$ cat src/rtl/tx_msg_scheduler.sv
// tx_msg_scheduler: round-robin arbiter streaming memory-resident messages
// from two requesters to a UART byte transmitter.
module tx_msg_scheduler #(
    parameter int ADDR_W = 5,
    parameter int LEN_W  = 5
) (
    input  logic              clk,
    input  logic              rst,
    input  logic              req0,
    input  logic              req1,
    input  logic [ADDR_W-1:0] addr0,
    input  logic [ADDR_W-1:0] addr1,
    input  logic [LEN_W-1:0]  len0,
    input  logic [LEN_W-1:0]  len1,
    output logic [1:0]        gnt,
    output logic              done0,
    output logic              done1,
    output logic [ADDR_W-1:0] mem_addr,
    input  logic [7:0]        mem_data,
    output logic [7:0]        tx_data,
    output logic              tx_start,
    input  logic              tx_busy
);
    typedef enum logic [2:0] {IDLE, FETCH, LOAD, START, WAIT_HI, WAIT_LO, DONE} state_t;
    state_t            state;
    logic [ADDR_W-1:0] cur_addr;
    logic [LEN_W-1:0]  remaining;
    logic              last;
    logic              pick;
    logic [LEN_W-1:0]  sel_len;
    // On a tie the requester not served last wins; last resets to 1 so requester 0 wins first.
    assign pick     = (req0 & req1) ? ~last : req1;
    assign sel_len  = pick ? len1 : len0;
    assign mem_addr = cur_addr;
    always_ff @(posedge clk or posedge rst) begin
        if (rst) begin
            state     <= IDLE;
            gnt       <= 2'b00;
            done0     <= 1'b0;
            done1     <= 1'b0;
            tx_start  <= 1'b0;
            tx_data   <= 8'h00;
            cur_addr  <= '0;
            remaining <= '0;
            last      <= 1'b1;
        end else begin
            tx_start <= 1'b0;
            done0    <= 1'b0;
            done1    <= 1'b0;
            case (state)
                IDLE: if (req0 | req1) begin
                    gnt       <= pick ? 2'b10 : 2'b01;
                    cur_addr  <= pick ? addr1 : addr0;
                    remaining <= sel_len;
                    state     <= (sel_len == '0) ? DONE : FETCH;
                end
                FETCH: state <= LOAD;
                LOAD: begin
                    tx_data <= mem_data;
                    state   <= START;
                end
                START: if (!tx_busy) begin
                    tx_start <= 1'b1;
                    state    <= WAIT_HI;
                end
                WAIT_HI: if (tx_busy) state <= WAIT_LO;
                WAIT_LO: if (!tx_busy) begin
                    remaining <= remaining - 1'b1;
                    cur_addr  <= cur_addr + 1'b1;
                    state     <= (remaining == LEN_W'(1)) ? DONE : FETCH;
                end
                DONE: begin
                    done0 <= gnt[0];
                    done1 <= gnt[1];
                    last  <= gnt[1];
                    gnt   <= 2'b00;
                    state <= IDLE;
                end
                default: state <= IDLE;
            endcase
        end
    end
endmodule
$ cat config.mk
export PLATFORM = sky130hd
export DESIGN_NAME = tx_msg_scheduler
export DESIGN_NICKNAME = d
export VERILOG_FILES = /design/src/rtl/tx_msg_scheduler.sv
export SDC_FILE = /design/constraint.sdc
export NUM_CORES = 1
export LEC_CHECK = 0
export ABC_AREA = 1
export BUFFER_PORTS_ARGS = -buffer_cell sky130_fd_sc_hd__buf_4
export CORE_AREA = 3 3 67 69
export CTS_CLUSTER_SIZE = 40
export DETAILED_ROUTE_END_ITERATION = 8
export DIE_AREA = 0 0 70 72
export GPL_ROUTABILITY_DRIVEN = 0
export PLACE_DENSITY = 0.73
export SLEW_MARGIN = 10
export SYNTH_ARGS = -nofsm -noshare
export SYNTH_HDL_FRONTEND = slang
export SYNTH_SLANG_ARGS = --single-unit
$ cat constraint.sdc
create_clock -name clk -period 4.1 [get_ports clk]
set_input_delay 0.205 -clock clk [delete_from_list [all_inputs] [get_ports clk]]
set_output_delay 0.205 -clock clk [all_outputs]
set_load 0.05 [all_outputs]
==> key figures <==
Outcome
  – Status: complete, no violations

Clocking
  – Clock Latency Late Sink: 0.27 ns
  – H-tree levels: 1
  – Clk buf depth: 2
  – # Post-CTS Setup Buffers: 0
  – Num Clock Sinks: 27
  – Worst-path clk slew: 0.09 ns
  – Root buffer cell: clkbuf_8
  – CTS Hold Bufs: 0
  – Post-CTS Resized: 0
  – CTS tree: built
  – CTS buffer count: 3

Synth
  – Top-count cell post-synth: nand2_1
  – Main synth FF type: dfrtp_1
  – Post-synthesis cell type count: 31
  – Synth area leader: dfrtp_1
  – Ys async rst share: 1.00
  – Yosys top cell area share: 0.411
  – Post-synthesis sequential area ratio: 0.428
  – Post-Syn Area: 1580 µm²
  – Yosys warns: 0
  – Number of synthesized flops with an enable pin: 0
  – Largest cells by area after synthesis: dfrtp_1 (41%), nand2_1 (14%), o21ai_0 (6.3%)
  – Synth Register Bits: 27
  – Syn avg cell area: 7.65 µm²
  – Cells after Synth: 207
  – Syn_nets: 243
  – Top post-synthesis cells by count: nand2_1 (61), dfrtp_1 (26), inv_1 (26)

STA
  – Max-slew headroom: 0.321
  – Min Tclk post-route: 2.15 ns
  – RSZ-0062 raised after global routing: no
  – Part of the cycle the worst path needs: 0.524
  – Slew @ Worst Pin: 1.02 ns
  – Setup TNS: 0 ns
  – Hold Fails Final Rpt: 0
  – Fin. max-slew vios: 0
  – Clock skew: 0.000714 ns
  – Fmax achieved: 466 MHz
  – Setup Viol. Count Final: 0

Layout
  – Final net count: 291
  – Area Growth Syn to Fin: 26.4%
  – Share of layout cells above drive strength 1: 0.260
  – Fill count: 410
  – # diodes: 0
  – Non-filler cells, final: 304

Setup path
  – Req. time, crit path: 4.29 ns
  – CP max FO: 21
  – Crit path DAT: 2.34 ns
  – CP Launch Type: flop
  – WS Path Type: flop to flop
  – Endpoint class of the critical path: flop

Floorplan
  – Top Ports: 51
  – Core region area: 3970 µm²
  – Die area: 5040 µm²
  – DIE WIDTH: 70 µm
  – Initial Utilization: 0.399
  – Site row count: 23
  – Die height: 72 µm

Power and ir drop
  – Share of total power in sequential cells: 0.321
  – Switching Fraction: 0.509
  – Switch Pwr: 0.764 mW
  – Leak: 1.06 nW
  – Pwr/cell area: 750 nW/µm²
  – Worst VDD drop: 0.328 mV
  – Comb pwr share: 0.581
  – Clock power frac: 0.098
  – Internal power: 0.738 mW

Global routing
  – Largest net degree at the start of global routing: 28
  – First-pass GRT wire length: 6000 µm
  – Antenna violations before repair: 0
  – Vias in the first global route: 1434
  – GRT overflow: 0
  – Total track usage: 0.144

Route
  – Drt total wl: 3500 µm
  – DR DRC count: 0
  – DR iter-0 viols: 104
  – Final ANT Viol Nets: 0
  – Vias per inst: 4.78
  – Wire per inst: 11.5 µm
  – Vias: 1454
  – DRT Pass-1 Iters: 4

Placed design
  – # port buffers: 50
  – Inst Count DP: 300
  – HPWL Detailed: 2670 µm

Min path
  – HP Class: input port to flop

Job
  – Max-Cap Viols: 0
-- kinds of logic (layout without fill, tap and decap cells) --
kind of cell	count (synthesis)	after routing	share of synthesized area
xor+xnor	3	3	0.0166
flops	27	27	0.428
simple gates	98	98	0.274
fa+ha+maj	3	3	0.0237
buf+inv	36	83	0.111
compound gates	40	40	0.147
-- final cells by class --
type / instances / area (µm²) / share of cell area
repair buffers: 50 / 375 / 0.188
clock buffers: 4 / 45.0 / 0.0225
multi-input cells: 144 / 729 / 0.365
well taps: 50 / 62.6 / 0.0313
flip-flops and latches: 27 / 677 / 0.338
inverters: 29 / 111 / 0.0557
-- metrics by stage --
step	utilization	hold slack (ns)	power, mW	cell area [µm²]	setup WS (ns)
floorplan	-	0.257	1.15	1580	2.63
global placement	0.492	0.408	1.34	1960	2.13
detailed placement	0.492	0.413	1.36	1960	2.00
CTS	0.504	0.131	1.51	2000	1.98
global route	0.504	0.134	1.62	2000	1.70
finish	0.504	0.131	1.50	2000	1.95
-- worst paths after layout --
path,startpoint,endpoint,slack [ns],depth (start not counted)
setup / recovery,state[0]$_DFFE_PP0P_,remaining[4]$_DFFE_PP0P_,1.95,4
hold / removal,mem_data[4],tx_data[4]$_DFFE_PP0N_,0.13,3
setup reg to reg,state[0]$_DFFE_PP0P_,remaining[4]$_DFFE_PP0P_,1.95,4
hold reg to reg,tx_data[6]$_DFFE_PP0N_,tx_data[6]$_DFFE_PP0N_,0.48,2
max in group asynchronous,rst,gnt[0]$_DFFE_PP0P_,3.31,2
min in group asynchronous,rst,mem_addr[2]$_DFFE_PP0P_,0.18,2
-- state kept, by name (all words and copies together), names as in the netlist --
register,flops
last,1
remaining,5
done0,1
state,3
tx_data,8
done1,1
mem_addr,5
tx_start,1
gnt,2
-- cell usage in the layout, fill, tap and decap left out, types with 6 or more instances in the layout --
cell type and count:
nand3_1 10, a21oi_1 6, inv_1 26, nor2_1 15
o21ai_0 20, buf_4 50, dfrtp_1 26, nand2_1 61
-- power groups by stage --
stage,registers [mW],logic [mW],clock network (mW)
floorplan,0.721,0.428,0
global placement,0.483,0.856,0
detailed placement,0.488,0.875,0
CTS,0.483,0.877,0.152
global route,0.503,0.959,0.162
finish,0.482,0.872,0.148
-- metal layers --
layer,GRT usage,part of all wire,routed length [µm],vias up
li1,-,-,-,759
met5,0,0,0,-
met2,0.248,0.45,1570,52
met3,0.0291,0.073,257,4
met4,0.0383,0.010,36,0
met1,0.187,0.47,1630,639
-- worst max-delay path, stage by stage (launching register included) --
cell and delay (ns):
dfrtp_1 0.56, nand3_2 0.42, o21ai_2 0.72, o21ai_0 0.22, o22ai_1 0.15
(Power assumes the default switching activity.)
